File: src/rtl/board_led_tx.sv
// board_led_tx
//   Serialises one tic-tac-toe board frame into an external LED shift-register
//   chain (74HC595-style). A 20-bit snapshot {win, tie, B[8:0], A[8:0]} is taken
//   when a start request is accepted. The snapshot is shifted out MSB first, one
//   bit per sclk period, and is then followed by a storage-register latch pulse.
//
//   Each bit occupies CLK_DIV cycles with sclk low (data setup) followed by
//   CLK_DIV cycles with sclk high. The latch pulse lasts CLK_DIV cycles, so a
//   frame keeps busy high for 41*CLK_DIV cycles.
//
// Parameters
//   CLK_DIV : sclk half-period and latch width in clk cycles (1..255)
//
// Ports
//   clk   in  system clock, rising edge
//   rst   in  asynchronous reset, active low
//   start in  request one frame (ignored while busy)
//   A     in  player-A cell mask
//   B     in  player-B cell mask
//   win   in  game-won status
//   tie   in  game-tied status
//   busy  out frame in progress
//   done  out one-cycle pulse after the latch pulse
//   sclk  out shift clock to the chain
//   sdata out serial data to the chain
//   latch out storage-register latch to the chain
//
// Build options
//   BOARD_LED_TX_WIN_BLINK_EN : when defined, the win LED blinks. A phase bit
//   toggles on every done pulse that sees win=1, and the transmitted win bit is
//   win & ~phase.
module board_led_tx #(
  parameter int CLK_DIV = 4
) (
  input  logic       clk,
  input  logic       rst,
  input  logic       start,
  input  logic [8:0] A,
  input  logic [8:0] B,
  input  logic       win,
  input  logic       tie,
  output logic       busy,
  output logic       done,
  output logic       sclk,
  output logic       sdata,
  output logic       latch
);

  localparam int              DIV_W    = (CLK_DIV > 1) ? $clog2(CLK_DIV) : 1;
  localparam logic [DIV_W-1:0] DIV_LAST = DIV_W'(CLK_DIV - 1);
  localparam logic [4:0]       BIT_LAST = 5'd19;

  typedef enum logic [1:0] {
    IDLE  = 2'd0,
    SETUP = 2'd1,
    HIGH  = 2'd2,
    LATCH = 2'd3
  } state_t;

  state_t           state_q, state_d;
  logic [DIV_W-1:0] div_q,   div_d;
  logic [4:0]       bit_q,   bit_d;
  logic [19:0]      frame_q, frame_d;
  logic             done_q,  done_d;
  logic             div_end;
  logic             win_bit;

  // Every state lasts exactly CLK_DIV cycles. The divider counts down from
  // CLK_DIV-1 and reloads on each state change.
  assign div_end = (div_q == '0);

`ifdef BOARD_LED_TX_WIN_BLINK_EN
  logic phase_q, phase_d;

  // The phase flips in the done cycle. A frame accepted back-to-back in that
  // same cycle must already see the new phase, so the snapshot uses phase_d.
  assign phase_d = phase_q ^ (done_q & win);
  assign win_bit = win & ~phase_d;

  always_ff @(posedge clk or negedge rst) begin
    if (!rst) begin
      phase_q <= 1'b0;
    end else begin
      phase_q <= phase_d;
    end
  end
`else
  assign win_bit = win;
`endif

  always_comb begin
    state_d = state_q;
    div_d   = div_q;
    bit_d   = bit_q;
    frame_d = frame_q;
    done_d  = 1'b0;

    case (state_q)
      IDLE: begin
        // IDLE also covers the done cycle, so a start in that cycle begins
        // the next frame back-to-back.
        if (start) begin
          state_d = SETUP;
          div_d   = DIV_LAST;
          bit_d   = BIT_LAST;
          frame_d = {win_bit, tie, B, A};
        end
      end

      SETUP: begin
        if (div_end) begin
          state_d = HIGH;
          div_d   = DIV_LAST;
        end else begin
          div_d = div_q - 1'b1;
        end
      end

      HIGH: begin
        if (div_end) begin
          div_d = DIV_LAST;
          if (bit_q == '0) begin
            state_d = LATCH;
          end else begin
            // Shift only after the sclk-high phase, so sdata stays stable
            // across the rising sclk edge.
            state_d = SETUP;
            bit_d   = bit_q - 1'b1;
            frame_d = {frame_q[18:0], 1'b0};
          end
        end else begin
          div_d = div_q - 1'b1;
        end
      end

      LATCH: begin
        if (div_end) begin
          state_d = IDLE;
          done_d  = 1'b1;
          div_d   = '0;
          bit_d   = '0;
          frame_d = '0;
        end else begin
          div_d = div_q - 1'b1;
        end
      end

      default: begin
        state_d = IDLE;
        div_d   = '0;
        bit_d   = '0;
        frame_d = '0;
      end
    endcase
  end

  always_ff @(posedge clk or negedge rst) begin
    if (!rst) begin
      state_q <= IDLE;
      div_q   <= '0;
      bit_q   <= '0;
      frame_q <= '0;
      done_q  <= 1'b0;
    end else begin
      state_q <= state_d;
      div_q   <= div_d;
      bit_q   <= bit_d;
      frame_q <= frame_d;
      done_q  <= done_d;
    end
  end

  // The outputs decode directly from registered state. Reset forces IDLE
  // asynchronously, which drives every output low at once.
  assign busy  = (state_q != IDLE);
  assign done  = done_q;
  assign sclk  = (state_q == HIGH);
  assign latch = (state_q == LATCH);
  assign sdata = ((state_q == SETUP) || (state_q == HIGH)) & frame_q[19];

endmodule

File: config.mk
export PLATFORM = sky130hd
export DESIGN_NAME = board_led_tx
export DESIGN_NICKNAME = d
export VERILOG_FILES = /design/src/rtl/board_led_tx.sv
export SDC_FILE = /design/constraint.sdc
export NUM_CORES = 1
export LEC_CHECK = 0
export ABC_CLOCK_PERIOD_IN_PS = 2200
export CAP_MARGIN = 25
export CORE_UTILIZATION = 40
export CTS_CLUSTER_SIZE = 28
export DETAILED_ROUTE_END_ITERATION = 8
export MAX_ROUTING_LAYER = met4
export PLACE_DENSITY = 0.73
export SYNTH_ARGS = -nofsm -noshare
export SYNTH_HDL_FRONTEND = slang
export SYNTH_SLANG_ARGS = --single-unit
export TNS_END_PERCENT = 100
File: constraint.sdc
create_clock -name clk -period 2.2 [get_ports clk]
set_input_delay 0.33 -clock clk [delete_from_list [all_inputs] [get_ports clk]]
set_output_delay 0.33 -clock clk [all_outputs]
set_load 0.03 [all_outputs]
==> results of run 1 <==
==> report_power, final <==
part	total, mW	leakage (nW)	switching (mW)	internal [mW]
Sequential	0.999	0.347	0.161	0.838
Combinational	1.76	0.479	1.01	0.751
Clock	0.403	0.0438	0.192	0.211
Total	3.16	0.870	1.36	1.80
==> flip-flops by register name (all words and copies together) (netlist names) <==
register / count
div_q: 2
state_q: 2
done: 1
bit_q: 5
frame_q: 20
==> stage by stage <==
| step | utilization | instances | hold WS (ns) | setup slack [ns] |
|---|---|---|---|---|
| global route | 0.528 | 236 | 0.470 | 0.0683 |
| finish | 0.528 | 236 | 0.448 | 0.162 |
| detailed placement | 0.507 | 229 | 0.479 | 0.217 |
| CTS | 0.528 | 236 | 0.459 | 0.0761 |
| global placement | 0.507 | 229 | 0.478 | 0.285 |
| floorplan | - | 161 | 0.0344 | 0.110 |
==> cell families after synthesis <==
group,Yosys count
compound gates,76
flops,30
buf+inv,25
simple gates,18
fa+ha+maj,10
mux,2
==> final timing paths <==
| path | endpoint | depth (start not counted) | slack (ns) | start |
|---|---|---|---|---|
| worst max-delay path | latch | 2 | 0.16 | state_q[0] |
| worst max register to register | frame_q[0] | 7 | 0.31 | state_q[0] |
| worst min register to register | bit_q[4] | 1 | 0.50 | bit_q[4] |
| max in group asynchronous | frame_q[17] | 2 | 1.47 | rst |
| min in group clk | bit_q[4] | 1 | 0.50 | bit_q[4] |
| worst min-delay path | frame_q[9] | 2 | 0.45 | rst |
==> cell type report <==
| cell class | count | area (um2) | area share |
|---|---|---|---|
| Timing Repair Buffer | 34 | 322 | 0.161 |
| Multi-Input combinational cell | 106 | 739 | 0.371 |
| Inverter | 11 | 41.3 | 0.0207 |
| Sequential cell | 30 | 751 | 0.377 |
| Tap cell | 48 | 60.1 | 0.0302 |
| Clock inverter | 2 | 10.0 | 0.00503 |
| Clock buffer | 5 | 68.8 | 0.0345 |
==> placed cells by master (no fill, tap or decap), types with 2 or more instances in the layout <==
cell type        Yosys  layout
a31oi_1             20      20
dfrtp_1             30      30
clkinv_2             0       2
inv_1               11      11
clkbuf_8             0       5
a21oi_1             22      22
o2bb2ai_1            2       2
buf_4                2       8
a22o_1               2       2
clkdlybuf4s50_1      0      24
and2_1               3       3
ha_1                10      10
nor2_1               2       2
nor3_1               2       2
nand3_1              2       2
a22oi_1             18      18
o21ai_0              6       6
nand2b_1             4       4
==> worst register-to-register path, delay by kind of cell, from the launching register on <==
family | cells | cell delay, ns
AND/OR/NAND/NOR | 3 | 0.54
flip-flops | 1 | 0.43
buffers and inverters | 2 | 0.36
adder cells (fa/ha/maj) | 1 | 0.24
AO/OA/AOI/OAI | 1 | 0.22
==> layer usage <==
metal	track usage	part of all wire
met1	0.228	0.47
met2	0.282	0.46
met3	0.0573	0.056
met4	0.0489	0.011
met5	-	0
==> repair_timing <==
| item | in CTS | in global routing |
|---|---|---|
| hold buffers | 0 | 0 |
| pin swaps | 0 | 0 |
| resized for setup | 1 | 1 |
| cloned | 0 | 0 |
| setup endpoints to repair | 1 | 1 |
| buffers inserted | 0 | 0 |
| endpoints found under the hold margin | 0 | 0 |
==> results by group, run 1 <==
Status
  • Status: finished clean

Worst setup path
  • Critical path data required time: 1.87 ns
  • Setup crit start kind: flop
  • Sequence of cells on the critical path: ha_1, clkdlybuf4s50_1
  • CP top delay family: buffers and inverters
  • Number of buffers and inverters on the critical path: 1
  • Critical path's largest stage delay: 0.71 ns
  • Critical path fanouts, max: 6
  • Critical-path top delay cell: clkdlybuf4s50_1
  • Worst Setup End Kind: primary output
  • Kind of critical path: flop to primary output
  • Worst EP arrival: 1.71 ns

Floorplan
  • Full die area: 0.00431 mm2
  • Initial Utilization: 0.429
  • I/O Pins: 28
  • Height of the chip: 65.6 um
  • Chip width: 65.6 um
  • Core ar.: 0.00377 mm2
  • Cell row count: 22

Final layout
  • Fill count: 329
  • Final Cell Area: 0.00199 mm2
  • Layout cells sized above 1: 0.112
  • Number of diodes: 0
  • Area grow syn2layout: 23.0%
  • Nets@finish: 221

STA
  • Least-Margin Pin Slew: 0.385 ns
  • Unrepaired setup endpoints after global routing: false
  • Final Cycle Share: 0.927
  • Slew margin rel.: 0.744
  • Clock skew: 0.00868 ns
  • Setup TNS Final: 0 ns
  • Max Slew Vio Count: 0
  • Fmax: 0.491 GHz
  • Final setup violation count: 0
  • Hold Vio Cnt, Final: 0
  • Final worst path period need: 2.04 ns

Yosys
  • Simple-gate share of the synthesized area: 0.0634
  • Asr flop ratio synth: 1.00
  • Post-synth EDFFs: 0
  • Synth Net Count: 194
  • Syn Inst Count: 161
  • Largest family of logic cells by synthesized area: compound AO/OA/AOI/OAI gates
  • Synth Cell Area: 0.00162 mm2
  • Post-synthesis compound-gate area fraction: 0.303
  • Most used DFF post-synth: dfrtp_1
  • Multiplexer share of the synthesized area: 0.0131
  • Mapped Avg Cell Area: 10.1 um2
  • Synth warnings: 0
  • Area leader, netlist: dfrtp_1
  • Post-synthesis adder-cell area fraction: 0.0773
  • Share of the synthesized area in the top cell type: 0.464
  • Top cells by count, synth: dfrtp_1 (30), a21oi_1 (22), a31oi_1 (20)
  • Synthesized flop and latch total: 30
  • Post-Synth XOR/XNOR Area: 0
  • Most common cell in the netlist: dfrtp_1
  • Library cells used by synthesis: 31
  • Sequential share of the synthesized area: 0.464
  • Area contributors post-synth: dfrtp_1 (46%), a22oi_1 (8.3%), a31oi_1 (7.7%)

Global route
  • Grt ovf: 0
  • Vias in the first global route: 1,237
  • Largest net degree at the start of global routing: 31
  • Global-route wire length before repair: 5750 um
  • Initial antenna violation count: 0
  • Gr usage total: 0.182

CTS
  • Clock-pin slew on the worst setup and hold paths: 0.06 ns
  • CTS max path bufs: 2
  • Total CTS buffers: 5
  • H-tree depth: 2
  • Clock sinks: 30
  • Worst-Skew Late Latency: 0.28 ns
  • CTS tree: yes
  • Root buf cell: clkbuf_8

Place
  • PortBufs: 27
  • Post-DP HPWL: 2320 um
  • Post-DP Area: 0.00191 mm2
  • Gpl congestion: 0.850

Hold path
  • Hold Crit Class: input port to async pin

Power and ir drop
  • Total Power: 3.16 mW
  • Peak VDD IR: 0.509 mV
  • Cell Pwr Density: 1590 mW/mm2
  • Lkg Pwr: 0.870 nW

Route
  • Final wirelength: 3430 um
  • DRT Pass-1 Iters: 4
  • Via count: 1,332
  • DRC errors left: 0
  • 1st-iter DRT viols: 85
  • Antenna-violating nets left: 0
  • Wire per inst: 14.5 um
  • Via density: 5.64

Flow run
  • Max-cap violation count: 0
Note: power is estimated with default switching activity, not from simulation.
==> inputs of run 2 (changes only) <==
--- a/config.mk
+++ b/config.mk
@@ -7,11 +7,13 @@
 export LEC_CHECK = 0
 export ABC_CLOCK_PERIOD_IN_PS = 2200
 export CAP_MARGIN = 25
+export CELL_PAD_IN_SITES_DETAIL_PLACEMENT = 0
+export CELL_PAD_IN_SITES_GLOBAL_PLACEMENT = 1
 export CORE_UTILIZATION = 40
 export CTS_CLUSTER_SIZE = 28
 export DETAILED_ROUTE_END_ITERATION = 8
 export MAX_ROUTING_LAYER = met4
-export PLACE_DENSITY = 0.73
+export PLACE_DENSITY = 0.88
 export SYNTH_ARGS = -nofsm -noshare
 export SYNTH_HDL_FRONTEND = slang
 export SYNTH_SLANG_ARGS = --single-unit
==> results by group, run 2 (same netlist as run 1, synthesis figures left out) <==
Status
  • Status: finished clean

STA
  • Least-Margin Pin Slew: 0.377 ns (-0.00733 ns)
  • Slew margin rel.: 0.748 (+0.00489)
  • Hold Vio Cnt, Final: 0 (unchanged)
  • Final setup violation count: 0 (unchanged)
  • Max Slew Vio Count: 0 (unchanged)
  • Fmax: 0.479 GHz (-2.4%)
  • Final Cycle Share: 0.949 (+0.0223)
  • Setup TNS Final: 0 ns (unchanged)
  • Unrepaired setup endpoints after global routing: false
  • Setup WS post-layout: 0.113 ns (-0.0491 ns)
  • Final worst path period need: 2.09 ns (+0.0491 ns)
  • Clock skew: 0.00529 ns (-0.00340 ns)

Power and ir drop
  • Switching share of total power: 0.432 (+0.00146)
  • Sequential Power Share: 0.312 (-0.004)
  • Peak VDD IR: 0.689 mV (+35%)
  • Cell Pwr Density: 1620 mW/mm2 (+2.3%)
  • P_int: 1.83 mW (+1.7%)
  • Lkg Pwr: 0.853 nW (-1.9%)
  • Comb power frac: 0.560 (+0.004)
  • Net Sw Power: 1.39 mW (+2.3%)
  • Clock power share: 0.128 (about the same)

Final layout
  • Nets@finish: 219 (-0.90%)
  • Layout cells sized above 1: 0.0914 (-0.0203)
  • Number of diodes: 0 (unchanged)
  • Largest registers: frame_q x20, bit_q x5
  • Most flops, register: frame_q
  • Commonest non-fill, non-tap cells in the layout: dfrtp_1 (30), clkdlybuf4s50_1 (25), a21oi_1 (22)
  • Area grow syn2layout: 22.6%
  • Largest register FFs: 20 (unchanged)
  • Util after Layout: 0.526 (-0.00199)
  • Most common cell after layout, fill and taps aside: dfrtp_1

CTS
  • Total CTS buffers: 5 (unchanged)
  • Clock-pin slew on the worst setup and hold paths: 0.06 ns (about the same)
  • CTS max path bufs: 2 (unchanged)
  • H-tree depth: 2 (unchanged)
  • Post-CTS setup buffers: 0 (unchanged)
  • Root buf cell: clkbuf_8
  • Clock sinks: 30 (unchanged)
  • Worst-Skew Late Latency: 0.28 ns (about the same)
  • CTS tree: yes

Floorplan
  • Height of the chip: 65.6 um (unchanged)
  • Chip width: 65.6 um (unchanged)
  • Full die area: 0.00431 mm2 (unchanged)
  • Initial Utilization: 0.429 (unchanged)
  • I/O Pins: 28 (unchanged)
  • Core ar.: 0.00377 mm2 (unchanged)
  • Cell row count: 22 (unchanged)

Global route
  • Initial antenna violation count: 0 (unchanged)
  • Gr usage total: 0.187 (+0.00497)
  • Vias in the first global route: 1,276 (+3.2%)
  • Global-route wire length before repair: 5880 um (+2.3%)
  • Largest net degree at the start of global routing: 37 (+19%)
  • Grt ovf: 0 (unchanged)

Route
  • Final wirelength: 3560 um (+3.8%)
  • DRT Pass-1 Iters: 4 (unchanged)
  • 1st-iter DRT viols: 59 (-31%)
  • Via count: 1,337 (+0.38%)
  • Wire per inst: 15.2 um (+4.7%)
  • Via density: 5.71 (+1.2%)
  • DRC errors left: 0 (unchanged)
  • Antenna-violating nets left: 0 (unchanged)

Worst setup path
  • Critical path fanouts, max: 5 (-1)
  • Worst Setup End Kind: primary output
  • Critical path data required time: 1.87 ns (about the same)
  • Kind of critical path: flop to primary output
  • Setup crit start kind: flop
  • Worst EP arrival: 1.76 ns (+0.05 ns)

Place
  • Post-DP HPWL: 2370 um (+2.3%)
  • Dpl ws: 0.231 ns (+0.0135 ns)
  • PortBufs: 27 (unchanged)
  • Gpl congestion: 0.786 (-7.5%)

Flow run
  • Max-cap violation count: 0 (unchanged)

Hold path
  • Hold Crit Class: input port to async pin
[run 2: worst paths after layout]
path,from,end,slack [ns],cells past startpoint
worst min register to register,bit_q[4],bit_q[4],0.50,1
worst min-delay path,rst,state_q[1],0.44,2
min in group clk,bit_q[4],bit_q[4],0.50,1
worst max register to register,state_q[0],frame_q[16],0.18,7
max in group asynchronous,rst,frame_q[11],1.48,2
worst max-delay path,state_q[0],busy,0.11,4
[run 2: critical path: stages, from the launching register on]
cell	delay (ns)
dfrtp_1	0.42
inv_1	0.11
ha_1	0.23
inv_1	0.05
clkdlybuf4s50_1	0.65
[run 2: power by group through the flow]
stage          logic, mW  clock network [mW]  registers, mW
2_1_floorplan       1.38                   0          0.968
3_3_place_gp        1.72                   0          0.994
4_1_cts             1.80               0.417           1.00
5_1_grt             1.99               0.446           1.04
3_5_place_dp        1.80                   0           1.01
6_report            1.80               0.411           1.00
[run 2: repair_timing]
item                                    4_1_cts  5_1_grt
endpoints found under the setup margin        1        0
hold buffers                                  0        0
hold endpoints to repair                      0        0
gates resized for setup                       1        0
[run 2: metal layers]
layer,up-vias,share of wire,global-route usage
met2,34,0.47,0.292
met3,10,0.044,0.0573
met4,0,0.020,0.0734
met5,-,0,-
li1,647,-,-
met1,646,0.46,0.224
[run 2: per-stage QoR]
step / instances / instance area [um2] / power [mW] / hold WS [ns]
floorplan: 161 / 1620 / 2.35 / 0.0344
detailed placement: 227 / 1910 / 2.82 / 0.476
global route: 234 / 1980 / 3.48 / 0.477
finish: 234 / 1980 / 3.22 / 0.442
global placement: 227 / 1910 / 2.71 / 0.480
CTS: 234 / 1980 / 3.22 / 0.457
[run 2: area by class of cell]
cell class / count / area (um2)
sequential: 30 / 751
tap: 48 / 60.1
inverter: 11 / 41.3
clock buffer: 7 / 76.3
multi-input combinational: 106 / 739
timing repair buffer: 32 / 317
fill: 319 / 1790
